**config.mk**
```make
export PLATFORM = sky130hd
export DESIGN_NAME = stream_ctrl
export DESIGN_NICKNAME = d
export VERILOG_FILES = /design/src/rtl/stream_ctrl.sv
export SDC_FILE = /design/constraint.sdc
export NUM_CORES = 1
export LEC_CHECK = 0
export CAP_MARGIN = 20
export CORE_ASPECT_RATIO = 1.1
export CORE_UTILIZATION = 30
export CTS_CLUSTER_SIZE = 30
export DETAILED_ROUTE_END_ITERATION = 8
export SLEW_MARGIN = 20
export SYNTH_ARGS = -nofsm -noshare
export SYNTH_HDL_FRONTEND = slang
export SYNTH_SLANG_ARGS = --single-unit
```
**constraint.sdc**
```tcl
create_clock -name clk -period 4.52 [get_ports clk]
set_input_delay 0.678 -clock clk [delete_from_list [all_inputs] [get_ports clk]]
set_output_delay 0.678 -clock clk [all_outputs]
set_load 0.01 [all_outputs]
```
**src/rtl/stream_ctrl.sv**
```systemverilog
// stream_ctrl: FT245 packet parser and playback sequencer feeding the sample FIFO and modulator.
// Define STREAM_CTRL_TIMEOUT_EN to compile in the mid-packet idle timeout.
module stream_ctrl #(
    parameter int          DEPTH_WIDTH    = 10,
    parameter logic [7:0]  PREFILL_RST    = 8'h80,
    parameter logic [15:0] TIMEOUT_CYCLES = 16'd50000
) (
    input  logic                 clk,
    input  logic                 rst,
    input  logic [7:0]           rx_data_si,
    input  logic                 rx_valid_si,
    output logic                 rx_ready_si,
    output logic [7:0]           tx_data_si,
    output logic                 tx_valid_si,
    input  logic                 tx_ready_si,
    output logic [7:0]           fifo_wr_data,
    output logic                 fifo_wr_en,
    input  logic                 fifo_full,
    input  logic                 fifo_empty,
    input  logic [DEPTH_WIDTH:0] fifo_level,
    input  logic                 mod_read,
    output logic                 mod_enable,
    output logic                 underrun,
    output logic                 err
);

    typedef enum logic [2:0] {P_IDLE, P_LEN, P_PAYLOAD, P_ADDR, P_VALUE, P_REPLY} parse_t;
    typedef enum logic [1:0] {STOPPED, PRIMING, PLAYING} play_t;

    localparam logic [7:0] OP_PKT    = 8'h01;
    localparam logic [7:0] OP_START  = 8'h02;
    localparam logic [7:0] OP_STOP   = 8'h03;
    localparam logic [7:0] OP_STATUS = 8'h04;
    localparam logic [7:0] OP_REG    = 8'h05;

    parse_t ps, ps_next;
    play_t  pb, pb_next;

    logic [8:0]           pay_cnt, pay_cnt_next;
    logic [7:0]           reg_addr;
    logic [7:0]           prefill;
    logic                 auto_restart;
    logic [7:0]           underrun_cnt;
    logic                 acc, tx_done, start_req, stop_req;
    logic                 underrun_evt, err_set, timeout;
    logic [DEPTH_WIDTH:0] thresh;

    assign rx_ready_si  = !rst && !(ps == P_PAYLOAD && fifo_full) && (ps != P_REPLY);
    assign acc          = rx_valid_si && rx_ready_si;
    assign tx_done      = tx_valid_si && tx_ready_si;
    assign fifo_wr_data = rx_data_si;
    assign fifo_wr_en   = acc && (ps == P_PAYLOAD);
    assign start_req    = acc && (ps == P_IDLE) && (rx_data_si == OP_START);
    assign stop_req     = acc && (ps == P_IDLE) && (rx_data_si == OP_STOP);
    assign thresh       = (DEPTH_WIDTH+1)'({prefill, 2'b00});
    assign underrun_evt = (pb == PLAYING) && mod_read && fifo_empty;

`ifdef STREAM_CTRL_TIMEOUT_EN
    // Counts only genuine host silence; a byte stalled by fifo_full keeps rx_valid_si high.
    logic [15:0] idle_cnt;
    logic        counting;

    assign counting = (ps == P_LEN) || (ps == P_PAYLOAD) || (ps == P_ADDR) || (ps == P_VALUE);
    assign timeout  = counting && !rx_valid_si && (idle_cnt == TIMEOUT_CYCLES - 16'd1);

    always_ff @(posedge clk) begin
        if (rst || !counting || acc || timeout)
            idle_cnt <= '0;
        else if (!rx_valid_si)
            idle_cnt <= idle_cnt + 16'd1;
    end
`else
    assign timeout = 1'b0;
`endif

    always_comb begin
        ps_next      = ps;
        pay_cnt_next = pay_cnt;
        err_set      = 1'b0;
        if (timeout) begin
            ps_next = P_IDLE;
            err_set = 1'b1;
        end else begin
            case (ps)
                P_IDLE: begin
                    if (acc) begin
                        case (rx_data_si)
                            OP_PKT:           ps_next = P_LEN;
                            OP_START, OP_STOP: ps_next = P_IDLE;
                            OP_STATUS:        ps_next = P_REPLY;
                            OP_REG:           ps_next = P_ADDR;
                            default:          err_set = 1'b1;
                        endcase
                    end
                end
                P_LEN: begin
                    if (acc) begin
                        pay_cnt_next = (rx_data_si == 8'h00) ? 9'd256 : {1'b0, rx_data_si};
                        ps_next      = P_PAYLOAD;
                    end
                end
                P_PAYLOAD: begin
                    if (acc) begin
                        pay_cnt_next = pay_cnt - 9'd1;
                        if (pay_cnt == 9'd1)
                            ps_next = P_IDLE;
                    end
                end
                P_ADDR: begin
                    if (acc)
                        ps_next = P_VALUE;
                end
                P_VALUE: begin
                    if (acc) begin
                        ps_next = P_IDLE;
                        if (reg_addr > 8'h01)
                            err_set = 1'b1;
                    end
                end
                P_REPLY: begin
                    if (tx_done)
                        ps_next = P_IDLE;
                end
                default: ps_next = P_IDLE;
            endcase
        end
    end

    // Status snapshot is taken on the edge that enters REPLY; sticky flags favour set over clear.
    always_ff @(posedge clk) begin
        if (rst) begin
            ps           <= P_IDLE;
            pay_cnt      <= '0;
            reg_addr     <= '0;
            prefill      <= PREFILL_RST;
            auto_restart <= 1'b0;
            tx_valid_si  <= 1'b0;
            tx_data_si   <= '0;
            err          <= 1'b0;
        end else begin
            ps      <= ps_next;
            pay_cnt <= pay_cnt_next;
            if (acc && ps == P_ADDR)
                reg_addr <= rx_data_si;
            if (acc && ps == P_VALUE) begin
                if (reg_addr == 8'h00)
                    prefill <= rx_data_si;
                else if (reg_addr == 8'h01)
                    auto_restart <= rx_data_si[0];
            end
            if (ps != P_REPLY && ps_next == P_REPLY) begin
                tx_valid_si <= 1'b1;
                tx_data_si  <= {pb == PLAYING, pb == PRIMING, underrun, err,
                                fifo_full, fifo_empty, 2'b00};
            end else if (tx_done) begin
                tx_valid_si <= 1'b0;
            end
            if (err_set)
                err <= 1'b1;
            else if (tx_done)
                err <= 1'b0;
        end
    end

    always_comb begin
        pb_next = pb;
        if (stop_req) begin
            pb_next = STOPPED;
        end else begin
            case (pb)
                STOPPED: if (start_req) pb_next = PRIMING;
                PRIMING: if (fifo_level >= thresh) pb_next = PLAYING;
                PLAYING: if (underrun_evt) pb_next = auto_restart ? PRIMING : STOPPED;
                default: pb_next = STOPPED;
            endcase
        end
    end

    always_ff @(posedge clk) begin
        if (rst) begin
            pb           <= STOPPED;
            mod_enable   <= 1'b0;
            underrun     <= 1'b0;
            underrun_cnt <= '0;
        end else begin
            pb         <= pb_next;
            mod_enable <= (pb_next == PLAYING);
            if (underrun_evt) begin
                underrun <= 1'b1;
                if (underrun_cnt != 8'hFF)
                    underrun_cnt <= underrun_cnt + 8'd1;
            end else if (tx_done) begin
                underrun <= 1'b0;
            end
        end
    end

endmodule

```
# ---- Word level (Yosys, flattened, before mapping)
# Index checks and enable logic that the tools add are counted.
dict set report totals {
  regBits 41
  latchBits 0
  ram_bits 0
  romBits 0
  out_inout_bits 22
  elab_cells 91
  mem_count 0
}
dict set report classes {
  n_addsub 1
  mul 0
  div_mod_pow 0
  magnitude_cmp 2
  n_eq_ne 19
  n_shift 0
  mux 28
  bitwise_logic 1
  n_reduce_logical 29
}
# operator n
set ops {}
lappend ops {{$mux 9} 3}
lappend ops {{$mux 3} 7}
lappend ops {{$pmux 3 s6} 1}
lappend ops {{$pmux 9 s2} 1}
lappend ops {{$eq 8x1->1 const B} 2}
lappend ops {{$eq 8x2->1 const B} 2}
lappend ops {{$eq 8x3->1 const B} 2}
lappend ops {{$logic_not 8->1} 2}
lappend ops {{$logic_and 1x1->1} 14}
lappend ops {{$pmux 3 s4} 1}
lappend ops {{$ge 11x10->1} 1}
lappend ops {{$eq 3x3->1 const B} 3}
lappend ops {{$eq 9x1->1 const B} 1}
lappend ops {{$mux 1} 9}
lappend ops {{$sub 9x1->9 const B} 1}
lappend ops {{$gt 8x1->1 const B} 1}
lappend ops {{$mux 2} 4}
lappend ops {{$reduce_bool 2->1} 4}
lappend ops {{$eq 3x2->1 const B} 2}
lappend ops {{$pmux 2 s3} 1}
lappend ops {{$reduce_and 3->1} 2}
lappend ops {{$reduce_or 5->1} 1}
lappend ops {{$eq 2x2->1 const B} 2}
lappend ops {{$ne 2x2->1 const B} 2}
lappend ops {{other kinds (10)} 11}

# ---- Logic depth before layout (Yosys ltp)
# Gate-level depths: netlist (run 1).
dict set report depth {
  word_depth 12
  ltp_mapped 7
}

# ---- Worst setup path after synthesis (run 1)
# No wires, ideal clock.
dict set report synth_timing {
  path_type {input to register}
  start {in rst}
  end {reg tx_data_si[7]}
  setup_time_ps 128
  arrival_time_ps 1920
  slack_ps 2472
  cell_stages 6
  path_buffers 1
  path_cell_list {buf_2 -> nor3b_4 -> nand2_4 -> nor4_4 -> mux2i_1 -> nor2_1}
}
dict set report synth_between {
  elab_chain_cells 8
  elab_cells_between_ends 12
}
# item line
set synth_lines {}
lappend synth_lines {{from (decl)} 9} ;# input logic rst,
lappend synth_lines {{$logic_not 1->1} 48} ;# assign rx_ready_si = !rst && !(ps == P_PAYLOAD && fifo_full) && (ps != P_REPLY);
lappend synth_lines {{$logic_and 1x1->1 (2 in series)} 48}
lappend synth_lines {{$logic_and 1x1->1} 49} ;# assign acc = rx_valid_si && rx_ready_si;
lappend synth_lines {{$mux 3 (on tied branches)} --}
lappend synth_lines {{$pmux 3 s6} 84} ;# case (ps)
lappend synth_lines {{$eq 3x3->1} 151} ;# if (ps != P_REPLY && ps_next == P_REPLY) begin
lappend synth_lines {{$logic_and 1x1->1} 151}
lappend synth_lines {{to (signal assigned)} 153} ;# tx_data_si <= {pb == PLAYING, pb == PRIMING, underrun, err,
lappend synth_lines {{to (decl)} 13} ;# output logic [7:0] tx_data_si,
# Parallel ways exist; a longest one is shown, timed or not.
# A chain may end at the register's enable or synchronous reset.

# ---- Worst setup path after layout (run 1)
dict set report layout_timing {
  start {in rst}
  end {out fifo_wr_en}
}
dict set report layout_between {
  elab_chain_cells 5
}
# item line
set layout_lines {}
lappend layout_lines {{$logic_not 1->1} 48}
lappend layout_lines {{$logic_and 1x1->1 (2 in series)} 48}
lappend layout_lines {{$logic_and 1x1->1} 49}
lappend layout_lines {{$logic_and 1x1->1} 52} ;# assign fifo_wr_en = acc && (ps == P_PAYLOAD);
lappend layout_lines {{to (decl)} 17} ;# output logic fifo_wr_en,
# No other way between the ends.

==> results of run 1 <==
==> cell type report <==
type                       count  area (µm²)  area share
sequential                    41       820.8      0.2910
multi-input combinational    195        1290      0.4574
tap                           87       108.9     0.03860
inverter                      13       48.80     0.01730
clock buffer                   5       68.82     0.02440
clock inverter                 3       17.52    0.006211
timing repair buffer          47       465.4      0.1650
==> per-stage QoR <==
step,util,cells
floorplan,-,274
global placement,0.3678,383
detailed placement,0.3678,383
CTS,0.3795,391
global route,0.3795,391
finish,0.3795,391
==> worst max-delay path: cells and delay by family <==
family / cells / cell delay [ns]
buffers and inverters: 2 / 1.20
AND/OR/NAND/NOR: 2 / 0.58
==> power by group <==
group	leakage (nW)	switching (mW)	internal, mW
sequential	0.330	0.00138	0.362
clock	0.0439	0.134	0.107
combinational	0.686	0.0423	0.0418
==> cell families (layout without fill, tap and decap cells) <==
group	after synthesis	count (layout)	share of synthesized area
simple gates	106	106	0.2478
compound gates	55	55	0.1584
flops	41	41	0.3557
buf+inv	38	68	0.08677
mux	22	22	0.09544
fa+ha+maj	10	10	0.05423
other cells	1	2	0.001625
==> path summary, 6_finish.rpt <==
path / from / depth (start not counted) / end
worst max-delay path: rst / 4 / fifo_wr_en
worst min-delay path: pay_cnt[1]$_SDFFE_PP0P_ / 2 / pay_cnt[1]$_SDFFE_PP0P_
worst max register to register: reg_addr[3]$_SDFFE_PP0P_ / 4 / prefill[7]$_SDFFE_PP1P_
worst min register to register: pay_cnt[1]$_SDFFE_PP0P_ / 2 / pay_cnt[1]$_SDFFE_PP0P_
==> state kept, by name, indices dropped and copies added (netlist names) <==
signal / count
auto_restart: 1
err: 1
mod_enable: 1
pay_cnt: 9
pb: 2
prefill: 8
ps: 3
reg_addr: 8
tx_data_si: 6
tx_valid_si: 1
underrun: 1
==> routing by layer <==
layer	wire length, µm	track usage
met3	211	0.03163
met4	93	0.05972
met2	2679	0.2573
met1	2733	0.1801
met5	0	0
==> placed cells by master, fill, tap and decap left out, types with 3 or more instances in the layout <==
cell type	n
nand3_1	6
nor4_1	3
a21oi_1	13
a221oi_1	3
inv_1	13
a211oi_1	3
clkbuf_8	5
a2bb2oi_1	4
nor3_1	6
o21ai_0	12
ha_1	10
nand2b_1	4
nor2b_1	5
mux2i_1	22
nor3b_1	3
nand2_1	15
nand3b_1	3
dfxtp_1	41
nor2_1	42
clkdlybuf4s50_1	45
or4_1	3
==> synthesized netlist by cell type, drive strengths merged <==
cell type       n  share of area
nand2          16          0.029
inv            13          0.021
nor2           43          0.071
ha             10          0.054
a41oi           2         0.0076
nand3b          3         0.0098
o22ai           1         0.0027
o31ai           2         0.0065
a221oi          3          0.011
nand4           2         0.0054
and4bb          1         0.0054
or4             3         0.0098
o41ai           1         0.0038
o211a           1         0.0043
nor3b           4          0.018
a22oi           2         0.0065
buf            16          0.048
a32oi           2         0.0076
and2            1         0.0027
o211ai          2         0.0065
clkdlybuf4s15   1         0.0043
nand2b          5          0.015
a21oi          13          0.028
nand3           6          0.013
a31oi           1         0.0027
o21ai          13          0.028
o21a            1         0.0033
and3            4          0.012
nor2b           5          0.014
clkbuf          8          0.013
a211oi          3         0.0098
conb            1         0.0016
a2bb2oi         4          0.015
or3b            2         0.0076
a211o           2         0.0076
nor4            5          0.023
a21boi          2         0.0065
dfxtp          41           0.36
mux2i          22          0.095
nor3            6          0.013
==> flow_metrics.py, run 1 <==
metrics = {
    "status": {
        "status": "completed",
    },
    "timing": {
        "timing.hold.ws_ns": 0.4734,
        "fin_tns_setup_ns": 0,
        "skew_ns": 0.007657,
        "worst_slack_ns": 1.377,
        "slew_headroom": 0.6055,
        "tightest_slew_ns": 0.5874,
        "max_freq_mhz": 318.1,
        "final-setup-viol-count": 0,
        "period_share": 0.6954,
        "final_max_slew_viol_count": 0,
        "hold_viol": 0,
        "rsz0062_at_grt": "false",
        "min_period_ns": 3.143,
    },
    "global_routing": {
        "grt_pass1_wl_um": 9356,
        "grt_pass1_vias": 2015,
        "track_usage": 0.1492,
        "antenna_found_initial": 0,
        "grt_max_degree": 33,
        "grt.overflow.total": 0,
    },
    "critical_path": {
        "worstPathMaxFanout": 11,
        "path_cells": "clkdlybuf4s50_1 -> nor2b_1 -> and3_1 -> clkdlybuf4s50_1",
        "path_common_cell": "clkdlybuf4s50_1",
        "cpPeakStageDelay_ns": 0.65,
        "cp.required_ns": 3.84,
        "regToRegSetupSlack_ns": 2.51,
        "cp.arrival_ns": 2.47,
        "crit_slowest_cell": "clkdlybuf4s50_1",
        "startpoint_type": "primary input",
        "end_kind": "output pin",
        "critPathKind": "primary input to output pin",
    },
    "floorplanning": {
        "die_w_um": 85.62,
        "dieArea_mm2": 0.008046,
        "rows": 33,
        "core_area_mm2": 0.007432,
        "ioPinCount": 48,
        "die_h_um": 93.98,
        "initial_core_util": 0.3104,
    },
    "routing": {
        "first_iter_violations": 142,
        "wirelength_um": 5717,
        "vias_per_cell": 5.192,
        "wire_per_inst_um": 14.62,
        "vias": 2030,
        "ant_nets": 0,
        "drc": 0,
        "firstDrtPassIters": 4,
    },
    "pwr": {
        "power_leakage_nw": 1.060,
        "total_power_mw": 0.6877,
        "vdd_drop_max_mv": 0.1106,
        "p_per_area_mw_per_mm2": 243.9,
    },
    "placement": {
        "post_dp_cell_area_mm2": 0.002734,
        "dpl_worst_slack_ns": 1.394,
        "globalplace.congestion": 0.8526,
        "detailed_place_hpwl_um": 4131,
        "portBuffers": 45,
    },
    "clocking": {
        "cts_tree": "yes",
        "cts-resized-gates": 0,
        "post-cts-setup-buffers": 0,
        "cts_sinks": 41,
        "worstSkewPairLatency_ns": 0.30,
        "path_clk_slew_ns": 0.08,
        "cts-root-buf": "clkbuf_8",
        "cts_made_buffers": 5,
        "postCtsHoldBufs": 0,
        "cts_buffer_depth": 2,
        "htree_num_levels": 2,
    },
    "worst_hold_path": {
        "hold_class": "flop to flop",
    },
    "logic_synthesis": {
        "synthCells": 273,
        "synth_cell_types": 50,
        "synth_area_mm2": 0.002307,
        "avgSynthCellArea_um2": 8.451,
        "ys_ff_latch": 41,
        "seq_area_frac_synth": 0.3557,
        "yosys_warnings": 0,
    },
    "flow_run": {
        "max_cap_violations": 0,
    },
    "cells_and_area": {
        "drive_gt1_frac": 0.06908,
        "n_antenna_cell": 0,
        "fill_cells": 772,
        "final_cell_area_mm2": 0.002820,
        "final_nets": 339,
        "area_delta_synth_final_pct": 22.23,
    },
}
No activity file was read; power rests on OpenSTA's default activity.
==> inputs of run 2 (changes only) <==
==> constraint.sdc (replaced) <==
create_clock -name clk -period 3.1 [get_ports clk]
set_input_delay 0.465 -clock clk [delete_from_list [all_inputs] [get_ports clk]]
set_output_delay 0.465 -clock clk [all_outputs]
set_load 0.01 [all_outputs]
==> flow_metrics.py, run 2 (synthesis gave the netlist of run 1 again) <==
metrics = {
    "placement": {
        "globalplace.congestion": 0.8419,
        "detailed_place_hpwl_um": 4418,
        "portBuffers": 45,
        "dpl_worst_slack_ns": 0.3524,
    },
    "routing": {
        "first_iter_violations": 122,
        "firstDrtPassIters": 5,
        "vias": 2070,
        "vias_per_cell": 5.227,
        "wirelength_um": 5983,
        "ant_nets": 0,
        "wire_per_inst_um": 15.11,
        "drc": 0,
    },
    "critical_path": {
        "critPathKind": "primary input to output pin",
        "worstPathMaxFanout": 5,
        "r2r_start": "reg_addr[3]$_SDFFE_PP0P_",
        "end_kind": "output pin",
        "cp.required_ns": 2.63,
        "cp.arrival_ns": 2.12,
        "startpoint_type": "primary input",
        "worstSetupStartpoint": "rx_valid_si",
    },
    "timing": {
        "worst_slack_ns": 0.5163,
        "hold_viol": 0,
        "rsz0062_at_grt": "false",
        "final_max_slew_viol_count": 0,
        "period_share": 0.8334,
        "timing.hold.ws_ns": 0.4832,
        "tightest_slew_ns": 0.6025,
        "slew_headroom": 0.5953,
        "fin_tns_setup_ns": 0,
        "skew_ns": 0.008451,
        "min_period_ns": 2.584,
        "final-setup-viol-count": 0,
        "max_freq_mhz": 387.0,
    },
    "flow_run": {
        "max_cap_violations": 0,
    },
    "cells_and_area": {
        "multi_input_area_mm2": 0.001290,
        "final_cell_mix": "clkdlybuf4s50_1 (45), nor2_1 (42), dfxtp_1 (41)",
        "fin_util": 0.3840,
        "regMostFlops": "pay_cnt",
        "layout_commonest_cell": "clkdlybuf4s50_1",
        "fill_cells": 779,
        "area_delta_synth_final_pct": 23.70,
        "drive_gt1_frac": 0.08091,
        "largest_reg_flops": 9,
        "final_nets": 344,
        "seq_area_um2": 820.8,
        "largestRegisters": "pay_cnt x9, prefill x8, reg_addr x8",
        "n_antenna_cell": 0,
    },
    "clocking": {
        "path_clk_slew_ns": 0.08,
        "cts_buffer_depth": 2,
        "cts-root-buf": "clkbuf_8",
        "cts-resized-gates": 0,
        "postCtsHoldBufs": 0,
        "htree_num_levels": 2,
        "worstSkewPairLatency_ns": 0.30,
        "cts_sinks": 41,
        "post-cts-setup-buffers": 0,
        "cts_made_buffers": 5,
        "cts_tree": "yes",
    },
    "global_routing": {
        "grt_max_degree": 33,
        "grt.overflow.total": 0,
        "grt_pass1_wl_um": 9735,
        "track_usage": 0.1560,
        "antenna_found_initial": 0,
        "grt_pass1_vias": 2006,
    },
    "pwr": {
        "p_per_area_mw_per_mm2": 350.4,
        "total_power_mw": 1.000,
        "power_leakage_nw": 1.085,
        "vdd_drop_max_mv": 0.2107,
    },
    "worst_hold_path": {
        "min_from": "pay_cnt[1]$_SDFFE_PP0P_",
        "hold_class": "flop to flop",
    },
    "floorplanning": {
        "initial_core_util": 0.3104,
        "die_w_um": 85.62,
        "core_area_mm2": 0.007432,
        "die_h_um": 93.98,
        "dieArea_mm2": 0.008046,
        "rows": 33,
        "ioPinCount": 48,
    },
    "status": {
        "status": "completed",
    },
}
[run 2: cell count changes in the layout (fill, tap and decap cells not counted)]
cell	delta
clkinvlp_4	-1
buf_4	+5
clkbuf_1	+1
[run 2: worst max-delay path: stages]
cell             delay [ns]
clkdlybuf4s50_1        0.54
nor2b_1                0.30
and3_1                 0.26
clkdlybuf4s50_1        0.55
[run 2: layout make-up]
type	count	share of cell area
multi-input combinational	195	0.4520
inverter	13	0.01710
clock buffer	6	0.02543
timing repair buffer	52	0.1762
tap	87	0.03814
sequential	41	0.2876
clock inverter	2	0.003507
[run 2: layer usage]
layer,GRT usage,up-vias,part of all wire
li1,-,1025,-
met3,0.03163,6,0.050
met5,0,-,0
met1,0.1982,981,0.46
met2,0.2620,58,0.48
met4,0.05417,0,0.015
[run 2: path summary, 6_finish.rpt]
check / slack [ns] / cells after the start / to
max reg2reg: 0.98 / 4 / prefill[7]$_SDFFE_PP1P_
min reg2reg: 0.48 / 2 / pay_cnt[1]$_SDFFE_PP0P_
max: 0.52 / 4 / fifo_wr_en
min: 0.48 / 2 / pay_cnt[1]$_SDFFE_PP0P_
[run 2: where the power goes]
part	leakage [nW]	switching [mW]	internal, mW
clock network	0.0450	0.187	0.156
registers	0.330	0.00209	0.528
logic	0.710	0.0621	0.0652
[run 2: through the flow]
step	instances	area (µm²)
floorplan	274	2311
global placement	388	2771
detailed placement	388	2771
CTS	396	2854
global route	396	2854
finish	396	2854
==> inputs of run 3 (changes only) <==
==> constraint.sdc (replaced) <==
create_clock -name clk -period 2.11 [get_ports clk]
set_input_delay 0.3165 -clock clk [delete_from_list [all_inputs] [get_ports clk]]
set_output_delay 0.3165 -clock clk [all_outputs]
set_load 0.01 [all_outputs]
==> flow_metrics.py, run 3 (synthesis gave the netlist of run 1 again) <==
metrics = {
    "status": {
        "status": "completed",
    },
    "routing": {
        "drc": 0,
        "wire_per_inst_um": 14.26,
        "ant_nets": 0,
        "vias_per_cell": 5.077,
        "vias": 2117,
        "firstDrtPassIters": 4,
        "wirelength_um": 5945,
        "first_iter_violations": 107,
    },
    "cells_and_area": {
        "fill_cells": 776,
        "instances_no_fill": 417,
        "seq_area_um2": 820.8,
        "drive_gt1_frac": 0.1485,
        "multi_input_area_mm2": 0.001297,
        "final_nets": 365,
        "fin_util": 0.4069,
        "layout_commonest_cell": "clkdlybuf4s50_1",
        "largestRegisters": "pay_cnt x9, prefill x8, reg_addr x8",
        "final_cell_mix": "clkdlybuf4s50_1 (43), nor2_1 (42), dfxtp_1 (41)",
        "n_antenna_cell": 0,
        "largest_reg_flops": 9,
        "regMostFlops": "pay_cnt",
        "area_delta_synth_final_pct": 31.07,
    },
    "flow_run": {
        "max_cap_violations": 0,
    },
    "timing": {
        "final_max_slew_viol_count": 0,
        "max_freq_mhz": 524.8,
        "final-setup-viol-count": 0,
        "min_period_ns": 1.905,
        "skew_ns": 0.008331,
        "rsz0062_at_grt": "false",
        "period_share": 0.9030,
        "hold_viol": 0,
    },
    "critical_path": {
        "cpPeakStageDelay_ns": 0.50,
        "r2r_start": "prefill[4]$_SDFFE_PP0P_",
        "cp.arrival_ns": 2.09,
        "startpoint_type": "primary input",
        "path_cells": "clkdlybuf4s50_1 -> buf_4 -> nor3b_4 -> buf_4 -> and3_2 -> mux2i_1 -> nor2_1",
        "r2r_cells": 7,
        "worstPathMaxFanout": 12,
        "regToRegSetupSlack_ns": 0.36,
        "critPathKind": "primary input to flop",
        "end_kind": "flop",
        "r2r_end": "mod_enable$_SDFF_PP0_",
        "crit_slowest_cell": "clkdlybuf4s50_1",
        "path_common_cell": "buf_4",
        "cp.required_ns": 2.30,
    },
    "floorplanning": {
        "rows": 33,
        "core_area_mm2": 0.007432,
        "initial_core_util": 0.3104,
        "die_h_um": 93.98,
        "die_w_um": 85.62,
        "dieArea_mm2": 0.008046,
        "ioPinCount": 48,
    },
    "worst_hold_path": {
        "hold_end": "pay_cnt[1]$_SDFFE_PP0P_",
        "worst_hold_path.num_cells": 2,
        "min_from": "pay_cnt[1]$_SDFFE_PP0P_",
        "hold_class": "flop to flop",
    },
    "pwr": {
        "total_power_mw": 1.519,
        "power_leakage_nw": 1.200,
        "vdd_drop_max_mv": 0.1878,
        "p_per_area_mw_per_mm2": 502.4,
    },
    "clocking": {
        "cts-root-buf": "clkbuf_8",
        "worstSkewPairLatency_ns": 0.31,
        "path_clk_slew_ns": 0.08,
        "cts_tree": "yes",
        "post-cts-setup-buffers": 0,
        "cts_buffer_depth": 2,
        "cts_made_buffers": 5,
        "cts_sinks": 41,
        "htree_num_levels": 2,
    },
    "placement": {
        "globalplace.congestion": 0.8017,
        "detailed_place_hpwl_um": 4522,
        "dp.cells": 409,
        "portBuffers": 45,
    },
    "global_routing": {
        "track_usage": 0.1571,
        "grt_max_degree": 30,
        "antenna_found_initial": 0,
        "grt_pass1_wl_um": 9804,
        "grt_pass1_vias": 2060,
        "grt.overflow.total": 0,
    },
}
==> run 3: changes by cell type in the layout (fill, tap and decap cells not counted) <==
cell	before	now
buf_4	7	28
clkdlybuf4s50_1	45	43
dlygate4sd2_1	0	2
clkbuf_1	1	0
clkinv_2	2	1
clkinvlp_4	0	1
inv_6	0	1
nor2b_1	5	4
nor2b_2	0	1
nor3b_1	3	2
nor3b_2	0	1
==> run 3: critical path, delay by kind of cell <==
kind | cells | cell delay (ns)
and+or+nand+nor | 3 | 0.64
buffers and inverters | 3 | 0.90
muxes | 1 | 0.22
==> run 3: how the worst max path moves through the flow <==
| stage | start | depth (start not counted) | slack (ns) | to |
|---|---|---|---|---|
| finish | rst | 7 | 0.20 | reg_addr[4]$_SDFFE_PP0P_ |
| detailed placement | rst | 7 | -0.08 | reg_addr[5]$_SDFFE_PP0P_ |
| global route | rst | 8 | 0.12 | tx_data_si[4]$_SDFFE_PP0P_ |
| floorplan | rst | 6 | 0.42 | tx_data_si[7]$_SDFFE_PP0P_ |
| CTS | rx_data_si[2] | 2 | 0.20 | fifo_wr_data[2] |
| global placement | rst | 7 | -0.09 | pay_cnt[0]$_SDFFE_PP0P_ |
==> run 3: stage by stage <==
stage / TNS, ns / hold WS [ns] / setup slack [ns] / instance area, µm²
global placement: -1.577 / 0.4459 / -0.09285 / 2929
floorplan: 0 / 0.4354 / 0.4236 / 2311
finish: 0 / 0.4799 / 0.2047 / 3024
detailed placement: -1.344 / 0.4673 / -0.08091 / 2929
global route: 0 / 0.5170 / 0.1240 / 3024
CTS: 0 / 0.4832 / 0.2032 / 3024
==> run 3: report_power, final <==
group | switching, mW | total [mW] | internal (mW) | leakage, nW
sequential | 0.00201 | 0.777 | 0.775 | 0.330
combinational | 0.0949 | 0.203 | 0.108 | 0.825
clock | 0.304 | 0.539 | 0.235 | 0.0445
total | 0.401 | 1.52 | 1.12 | 1.20
==> run 3: area by class of cell <==
cell class | instances | area share
Inverter | 13 | 0.01614
Sequential cell | 41 | 0.2714
Clock inverter | 3 | 0.007034
Multi-Input combinational cell | 195 | 0.4290
Clock buffer | 5 | 0.02276
Tap cell | 87 | 0.03599
Timing Repair Buffer | 73 | 0.2176
==> run 3: metal layers <==
| layer | routed length (µm) | global-route usage | vias up | part of all wire |
|---|---|---|---|---|
| li1 | - | - | 1071 | - |
| met5 | 0 | 0 | - | 0 |
| met2 | 2779 | 0.2500 | 71 | 0.47 |
| met1 | 2749 | 0.2043 | 965 | 0.46 |
| met4 | 122 | 0.07361 | 0 | 0.021 |
| met3 | 294 | 0.02988 | 10 | 0.049 |
==> run 3: timing repair <==
| item | 4_1_cts | 5_1_grt |
|---|---|---|
| hold buffers | 0 | 0 |
| gates resized for setup | 4 | 0 |
| endpoints found under the setup margin | 2 | 0 |
